### src/rtl/clk_mon_pkg.sv
// rtl/clk_mon_pkg.sv - clk_mon state encoding, parameter defaults and helpers
package clk_mon_pkg;

    typedef enum logic [1:0] {
        ST_IDLE    = 2'd0,
        ST_MEASURE = 2'd1,
        ST_LOCKED  = 2'd2,
        ST_LOST    = 2'd3
    } state_e;

    localparam int DEF_EXP_PERIOD = 12;
    localparam int DEF_TOL        = 1;
    localparam int DEF_LOCK_CNT   = 4;
    localparam int DEF_TIMEOUT    = 32;

    function automatic logic [7:0] sat_inc(input logic [7:0] v);
        return (v == 8'hFF) ? v : v + 8'd1;
    endfunction

endpackage

### src/rtl/sync_edge.sv
// rtl/sync_edge.sv - two-flop synchronizer with rising-edge detect
module sync_edge (
    input  logic clk_in,
    input  logic reset,
    input  logic mon_in,
    output logic rise_o
);

    logic meta_q;
    logic sync_q;
    logic prev_q;

    always_ff @(posedge clk_in) begin
        if (reset) begin
            meta_q <= 1'b0;
            sync_q <= 1'b0;
            prev_q <= 1'b0;
        end else begin
            meta_q <= mon_in;
            sync_q <= meta_q;
            prev_q <= sync_q;
        end
    end

    assign rise_o = sync_q & ~prev_q;

endmodule

### src/rtl/clk_mon.sv
// rtl/clk_mon.sv - monitored-clock period measurement, lock and loss detection
module clk_mon
    import clk_mon_pkg::*;
#(
    parameter int EXP_PERIOD = DEF_EXP_PERIOD,
    parameter int TOL        = DEF_TOL,
    parameter int LOCK_CNT   = DEF_LOCK_CNT,
    parameter int TIMEOUT    = DEF_TIMEOUT
) (
    input  logic       clk_in,
    input  logic       reset,
    input  logic       mon_in,
    output logic [7:0] period,
    output logic       period_valid,
    output logic       locked,
    output logic       lost,
    output logic [7:0] err_cnt
);

    localparam logic [8:0] EXP9    = 9'(EXP_PERIOD);
    localparam logic [8:0] TOL9    = 9'(TOL);
    localparam logic [7:0] LOCK8   = 8'(LOCK_CNT);
    localparam logic [7:0] TO_LAST = 8'(TIMEOUT - 1);

    state_e     state_q, state_d;
    logic [7:0] cnt_q, cnt_d;
    logic [7:0] good_q, good_d;
    logic [7:0] period_q, period_d;
    logic       pv_q, pv_d;
    logic [7:0] err_q, err_d;
    logic       locked_q, lost_q;

    logic       rise;
    logic [7:0] measured;
    logic [8:0] meas9;
    logic [8:0] diff9;
    logic       in_win;
    logic       timeout;
    logic [7:0] good_inc;

    sync_edge u_sync_edge (
        .clk_in (clk_in),
        .reset  (reset),
        .mon_in (mon_in),
        .rise_o (rise)
    );

    assign measured = sat_inc(cnt_q);
    assign meas9    = {1'b0, measured};
    assign diff9    = (meas9 >= EXP9) ? (meas9 - EXP9) : (EXP9 - meas9);
    assign in_win   = (diff9 <= TOL9);
    // An edge in the same cycle as the timeout always wins.
    assign timeout  = !rise && (cnt_q == TO_LAST);
    assign good_inc = good_q + 8'd1;

    always_comb begin
        state_d  = state_q;
        cnt_d    = rise ? 8'd0 : sat_inc(cnt_q);
        good_d   = good_q;
        period_d = period_q;
        pv_d     = 1'b0;
        err_d    = err_q;
        case (state_q)
            ST_IDLE, ST_LOST: begin
                if (rise) begin
                    state_d = ST_MEASURE;
                    good_d  = 8'd0;
                end else if (timeout) begin
                    state_d = ST_LOST;
                end
            end
            ST_MEASURE: begin
                if (rise) begin
                    period_d = measured;
                    pv_d     = 1'b1;
                    if (!in_win) begin
                        good_d = 8'd0;
                    end else if (good_inc >= LOCK8) begin
                        state_d = ST_LOCKED;
                        good_d  = 8'd0;
                    end else begin
                        good_d = good_inc;
                    end
                end else if (timeout) begin
                    state_d = ST_LOST;
                end
            end
            ST_LOCKED: begin
                if (rise) begin
                    period_d = measured;
                    pv_d     = 1'b1;
                    if (!in_win) begin
                        state_d = ST_MEASURE;
                        good_d  = 8'd0;
                        err_d   = sat_inc(err_q);
                    end
                end else if (timeout) begin
                    state_d = ST_LOST;
                    err_d   = sat_inc(err_q);
                end
            end
            default: state_d = ST_IDLE;
        endcase
    end

    always_ff @(posedge clk_in) begin
        if (reset) begin
            state_q  <= ST_IDLE;
            cnt_q    <= 8'd0;
            good_q   <= 8'd0;
            period_q <= 8'd0;
            pv_q     <= 1'b0;
            err_q    <= 8'd0;
            locked_q <= 1'b0;
            lost_q   <= 1'b0;
        end else begin
            state_q  <= state_d;
            cnt_q    <= cnt_d;
            good_q   <= good_d;
            period_q <= period_d;
            pv_q     <= pv_d;
            err_q    <= err_d;
            locked_q <= (state_d == ST_LOCKED);
            lost_q   <= (state_d == ST_LOST);
        end
    end

    assign period       = period_q;
    assign period_valid = pv_q;
    assign locked       = locked_q;
    assign lost         = lost_q;
    assign err_cnt      = err_q;

endmodule

### config.mk
export PLATFORM = sky130hd
export DESIGN_NAME = clk_mon
export DESIGN_NICKNAME = d
export VERILOG_FILES = /design/src/rtl/clk_mon_pkg.sv /design/src/rtl/sync_edge.sv /design/src/rtl/clk_mon.sv
export SDC_FILE = /design/constraint.sdc
export NUM_CORES = 1
export LEC_CHECK = 0
export BUFFER_PORTS_ARGS = -buffer_cell sky130_fd_sc_hd__buf_2
export CELL_PAD_IN_SITES_DETAIL_PLACEMENT = 0
export CELL_PAD_IN_SITES_GLOBAL_PLACEMENT = 1
export CORE_ASPECT_RATIO = 1.75
export CORE_MARGIN = 1
export CORE_UTILIZATION = 41
export CTS_CLUSTER_SIZE = 28
export DETAILED_ROUTE_END_ITERATION = 12
export GPL_ROUTABILITY_DRIVEN = 1
export PLACE_DENSITY = 0.72
export SLEW_MARGIN = 5
export SYNTH_ARGS = -nofsm -noshare
export SYNTH_HDL_FRONTEND = slang
export SYNTH_SLANG_ARGS = --single-unit
### constraint.sdc
create_clock -name clk_in -period 3.67 [get_ports clk_in]
set_input_delay 0.734 -clock clk_in [delete_from_list [all_inputs] [get_ports clk_in]]
set_output_delay 0.734 -clock clk_in [all_outputs]
set_load 0.02 [all_outputs]
# --- Yosys cells after proc, flatten, opt, wreduce, memory -nomap -nowiden ---
# Index checks and enable logic that the tools add are counted.
word_totals:
  register_bits: 40
  out_inout_bits: 19
  ramBits: 0
  input_bits: 3
  memories: 0
  latchBits: 0
  mem_bits_ro: 0
  wordCells: 68
op_classes:
  shifts: 0
  div: 0
  mul: 0
  add_sub_neg: 5
  magnitude_cmp: 3
  muxes: 22
  reduce_logical: 11
  bitwise: 3
  eq_ne: 13
ops:
  columns: ["operator", "n"]
  rows:
  - ["two-way mux 8 bit", 11]
  - ["adder 8 x 1 -> 8 bit, second input constant", 3]
  - ["case mux 8 bit (3 select lines)", 1]
  - ["== test 8 bit, second input constant", 2]
  - ["two-way mux 2 bit", 7]
  - ["inequality test 2 bit, second input constant", 5]
  - ["<= comparator 9 x 1 -> 1 bit, second input constant", 1]
  - ["two-way mux 9 bit", 1]
  - ["subtractor 4 x 8 -> 9 bit, first input constant", 1]
  - ["subtractor 8 x 4 -> 9 bit, second input constant", 1]
  - ["== test 2 bit, second input constant", 4]
  - ["== test 8 x 5 -> 1 bit, second input constant", 1]
  - [">= comparator 8 x 3 -> 1 bit, second input constant", 1]
  - [">= comparator 8 x 4 -> 1 bit, second input constant", 1]
  - ["OR reduction 2 bit", 4]
  - ["case mux 2 bit (3 select lines)", 1]
  - ["AND reduction 4 bit", 1]
  - ["AND reduction 3 bit", 1]
  - ["== test 2 x 1 -> 1 bit, second input constant", 1]
  - ["zero test 2 bit", 1]
  - ["inverter 1 bit", 2]
  - ["AND reduction 2 bit", 1]
  - ["nonzero test 2 bit", 1]
  - ["bitwise AND 1 bit", 1]
  - ["3 further kinds", 3]

# --- Logic depth before layout (Yosys ltp) ---
depth:
  depth_word: 9
  depth_mapped: 15
  ltp_nobuf: 14

# --- Hierarchy ---
# Synthesis repeated with hierarchy kept, for this count alone.
hier_totals:
  cells_unflattened: 260
  hier_area_um2: 2147.1
modules_own_cells:
  columns: ["module", "seq_area_each_um2", "n_inst", "cells_per_inst", "area_per_inst_um2"]
  rows:
  - ["clk_mon", 740.7, 1, 253, 2059.5]
  - ["sync_edge", 60.1, 1, 7, 87.6]

# --- Worst setup path before layout ---
# OpenSTA, ideal clock, no wires.
synth_path:
  kind: "flip-flop to flip-flop"
  startpoint: "register cnt_q[0]"
  endpoint: "register err_q[5], in the netlist err_cnt[5]"
  setup_ns: 0.123
  path_slack_ns: 0.367
  synth_period_minus_slack_ns: 3.303
  stages_incl_launch_ff: 16
  t_arrival_ns: 3.179
  path_buffers: 2
  required_time_ns: 3.547
  path_cell_list: "dfxtp_1 ha_1 buf_2 xnor2_1 nor2b_1 inv_1 ha_1 a21oi_1 o211ai_1 o21ai_1 nand3b_1 mux2_4 o2111a_1 buf_6 nor4b_2 mux2_1"
synth_via:
  elab_chain_cells: 7
  word_cells_on_any_way: 13
  cone_classes: "add/sub (3); order compare (2); eq/ne (3); mux (2); reduce/logical (3)"
synth_lines:
  columns: ["element", "line_no", "text"]
  rows:
  - ["from (decl)", "clk_mon.sv:26", "logic [7:0] cnt_q, cnt_d;"]
  - ["from (signal assigned)", "clk_mon.sv:118", "cnt_q <= cnt_d;"]
  - ["adder 8 x 1 -> 8 bit / == test 8 bit (equally long branches)", "clk_mon_pkg.sv:17", "return (v == 8'hFF) ? v : v + 8'd1;"]
  - ["two-way mux 8 bit (*)", null, null]
  - ["via measured[2]", "clk_mon.sv:34", "logic [7:0] measured;"]
  - ["subtractor 4 x 8 -> 9 bit, or another cell as far along", "clk_mon.sv:50", "assign diff9 = (meas9 >= EXP9) ? (meas9 - EXP9) : (EXP9 - meas9);"]
  - ["two-way mux 9 bit (*)", "clk_mon.sv:50", null]
  - ["<= comparator 9 x 1 -> 1 bit (*)", "clk_mon.sv:51", "assign in_win = (diff9 <= TOL9);"]
  - ["inequality test 2 bit (no line) (*)", null, null]
  - ["AND reduction 3 bit (no line) (*)", null, null]
  - ["to (signal assigned)", "clk_mon.sv:122", "err_q <= err_d;"]
  - ["to (decl)", "clk_mon.sv:30", "logic [7:0] err_q, err_d;"]
# Mark *: on every way through the listed nets, which the timed path passes. The rest lies on a longest branch.
# A chain may end at the register's enable or synchronous reset.

# --- Worst setup path in the final report ---
layout_path:
  startpoint: "register cnt_q[0]"
  endpoint: "register good_q[0]"
layout_via:
  elab_chain_cells: 8
  word_cells_on_any_way: 13
  cone_classes: "add/sub (3); order compare (2); eq/ne (2); mux (5); reduce/logical (1)"
layout_lines:
  columns: ["element", "line_no", "text"]
  rows:
  - ["adder 8 x 1 -> 8 bit / == test 8 bit (equally long branches)", "clk_mon_pkg.sv:17", null]
  - ["two-way mux 8 bit (*)", null, null]
  - ["subtractor 4 x 8 -> 9 bit, or another cell as far along", "clk_mon.sv:50", null]
  - ["two-way mux 9 bit (*)", "clk_mon.sv:50", null]
  - ["<= comparator 9 x 1 -> 1 bit (*)", "clk_mon.sv:51", null]
  - ["two-way mux 8 bit", "clk_mon.sv:76", "if (!in_win) begin"]
  - ["two-way mux 8 bit", "clk_mon.sv:73", "if (rise) begin"]
  - ["case mux 8 bit (3 select lines)", "clk_mon.sv:63", "case (state_q)"]
  - ["to (signal assigned)", "clk_mon.sv:119", "good_q <= good_d;"]
  - ["to (decl)", "clk_mon.sv:27", "logic [7:0] good_q, good_d;"]
# Every way passes the cells marked *; elsewhere a longest branch is shown, timed or not. The select of a mux whose other input is x is not followed.

==> out/qor.csv <==
stage,metric,value,unit
status,status,finished clean,
critical_path,worst-path fanout max,8,
clocking,CTS Buf Count,5,
synthesis,sequential element share of the synthesized area,34.5,%
clocking,Skew-Pair Late Insertion Delay,0.30,ns
critical_path,Crit Path Category,reg2reg,
layout,final non-filler cell total,391,
sta,Final setup viols,0,
synthesis,syn_area_per_cell,8.03,um2
clocking,# clock sinks,40,
clocking,CTS max path bufs,2,
sta,fin. max-slew vios,0,
detailed_routing,Via density,5.61,
detailed_routing,Routed WL,5870,um
sta,RSZ-0062 raised after global routing,no,
floorplanning,I/O pins,22,
placed_design,Final GP Congestion,0.873,
layout,Antenna diodes,0,
min_path,hold crit path type,reg2reg,
synthesis,Adder-Cell Fraction of Synth Area,4.31,%
floorplanning,Die ar.,5970,um2
placed_design,Cells after DPL,383,
placed_design,I/O Buffers,21,
synthesis,number of synthesized flops with an enable pin,0,
critical_path,reg-to-reg endpoint,good_q[0],
grt,first-pass GRT wire length,9980,um
grt,vias in the first global route,2239,
sta,Slew @ Worst Pin,0.552,ns
critical_path,CP Data Required Time,3.91,ns
synthesis,main combinational cell family by area after synthesis,simple AND/OR/NAND/NOR gates,
sta,"Hold Vio Cnt, Final",0,
floorplanning,DIE HEIGHT,102,um
critical_path,CP Capture Type,flip-flop,
placed_design,dpl hpwl,4550,um
sta,final worst-path cycle share,92.2,%
min_path,hold path cells,1,
min_path,hold_sp,u_sync_edge.meta_q,
pwr,Lkg Pwr,1.04,nW
grt,GRT Total Usage,22.1,%
critical_path,FF-to-FF Start,cnt_q[0],
sta,final worst slack,0.287,ns
sta,total negative slack,0,ns
synthesis,fraction of registers with async set/reset,0,%
clocking,H-tree Lvls,2,
synthesis,top post-synthesis cells by area,"dfxtp_1 35%, nor2_1 6.3%, a21oi_1 4.5%",
placed_design,DP Area,2540,um2
floorplanning,core area,5340,um2
clocking,CTS tree,built,
grt,initial antenna violation count,0,
synthesis,Post-synth top flop,dfxtp_1,
layout,"commonest non-fill, non-tap cell in the layout",dfxtp_1,
critical_path,slowest cell delay on critical path,0.45,ns
clocking,Clock Tree Root,clkbuf_8,
critical_path,Worst Reg-to-Reg Cells,11,
critical_path,slowest CP cell,a221oi_4,
synthesis,Synth Area in XOR/XNOR,1.13,%
sta,min Tclk post-route,3.38,ns
detailed_routing,WL/cell,15.0,um
synthesis,multiplexer share of the synthesized area,4.75,%
clocking,"Reg clk slew, reported paths",0.08,ns
synthesis,Yosys reg bits,40,
min_path,worst hold endpoint,u_sync_edge.sync_q,
critical_path,crit path DAT,3.63,ns
layout,nets@finish,327,
floorplanning,Die X,58.9,um
sta,Clock Skew,0.00621,ns
clocking,Post-CTS Hold Fix Bufs,0,
synthesis,Mapped Cells,289,
pwr,power per cell area,322,nW/um2
sta,fmax,0.296,GHz
synthesis,Syn Std Cell Area,2320,um2
floorplanning,initial core utilization,43.4,%
synthesis,Synth top area share,34.5,%
grt,largest net degree at the start of global routing,31,
critical_path,crit path launch type,flip-flop,
layout,"Non-Filler Cell Area, Final",2660,um2
synthesis,"area leader, netlist",dfxtp_1,
detailed_routing,DRT Pass-1 Iters,4,
pwr,worst ir drop on vdd,262,uV
critical_path,cell breakdown of the critical path,"ha_1, nand4_1, nor2_4, mux2i_1, ha_2, o41a_1, a32o_1, o31ai_2, nand3_1, a221oi_4, mux2_2",
layout,area grow syn2layout,14.8,%
detailed_routing,post-route ant nets,0,
critical_path,CP top delay family,compound AO/OA/AOI/OAI gates,
detailed_routing,via count,2193,
critical_path,"setup slack, reg-to-reg",0.29,ns
placed_design,DP Worst Slack,0.148,ns
detailed_routing,Iteration-0 DRC Markers,100,
detailed_routing,DRC,0,
synthesis,syn_nets,300,
synthesis,Synth Warn #,0,
synthesis,Simple-Gate Fraction of Synth Area,29.1,%
synthesis,compound-gate portion of the synthesized area,21.1,%
floorplanning,Site Rows,35,
clocking,Post-CTS Setup Inserts,0,
grt,GRT overflow,0,
layout,share of cells above drive strength 1,18.0,%
run,Max Cap Viol,0,
critical_path,Buf/Inv on CP,0,
synthesis,Synth cell types,62,
layout,"commonest non-fill, non-tap cells in the layout","40 x dfxtp_1, 39 x nor2_1, 23 x nand2_1, 21 x a21oi_1, 21 x buf_2",
sta,Max-Slew Margin vs Limit,63.2,%
[routing by layer]
metal	vias up	share of wire (%)	track usage, %
met5	-	0	0
met4	0	6.9	17.9
met2	64	54	39.9
li1	1096	-	-
met3	29	3.3	3.07
met1	1004	36	21.5
[power by group]
group | leakage, nW | total, mW | switching [mW] | internal (mW)
logic | 0.672 | 0.104 | 0.0596 | 0.0440
registers | 0.323 | 0.442 | 0.00347 | 0.439
clock network | 0.0434 | 0.311 | 0.159 | 0.152
[stage by stage]
stage	utilization [%]	power, mW	hold slack, ns
2_1_floorplan	-	0.524	0.414
4_1_cts	49.4	0.867	0.475
3_3_place_gp	47.6	0.553	0.447
5_1_grt	49.9	0.900	0.477
6_report	49.9	0.856	0.460
3_5_place_dp	47.6	0.553	0.458
[cell type report]
type | count | area, um2
Clock inverter | 2 | 15.0
Timing Repair Buffer | 35 | 210
Clock buffer | 6 | 82.6
Inverter | 10 | 37.5
Fill cell | 590 | 2680
Tap cell | 74 | 92.6
Multi-Input combinational cell | 224 | 1430
Sequential cell | 40 | 801
[synth_stat cells, drive strengths merged (8+ instances only)]
master  number
ha           8
buf         10
nand2       23
nor2        40
inv         10
nand2b      11
dfxtp       40
and2         8
o21ai       17
nand3        9
nor2b       10
a21oi       22
[registers in the layout (all words and copies together) (netlist names), 2 cells and up]
name     cells
cnt_q        8
err_cnt      8
good_q       8
period       8
state_q      2
[worst max path at each step]
stage	from	endpoint	slack, ns	cells past startpoint
3_5_place_dp	cnt_q[0]	good_q[0]	0.15	12
5_1_grt	cnt_q[0]	err_cnt[6]	0.02	13
2_1_floorplan	cnt_q[0]	err_cnt[5]	0.37	15
4_1_cts	cnt_q[0]	good_q[0]	0.11	12
6_report	cnt_q[0]	good_q[0]	0.29	11
3_3_place_gp	cnt_q[0]	err_cnt[5]	0.25	13
[cells by family after synthesis]
| kind of cell | Yosys count |
|---|---|
| compound gates | 73 |
| fa+ha+maj | 8 |
| buf+inv | 25 |
| mux | 10 |
| flops | 40 |
| simple gates | 130 |
| xor+xnor | 3 |
[timing repair]
action                                  4_1_cts  5_1_grt
endpoints found under the setup margin        0       15
hold endpoints to repair                      0        0
resized for setup                             0        5
(Power assumes the default switching activity.)
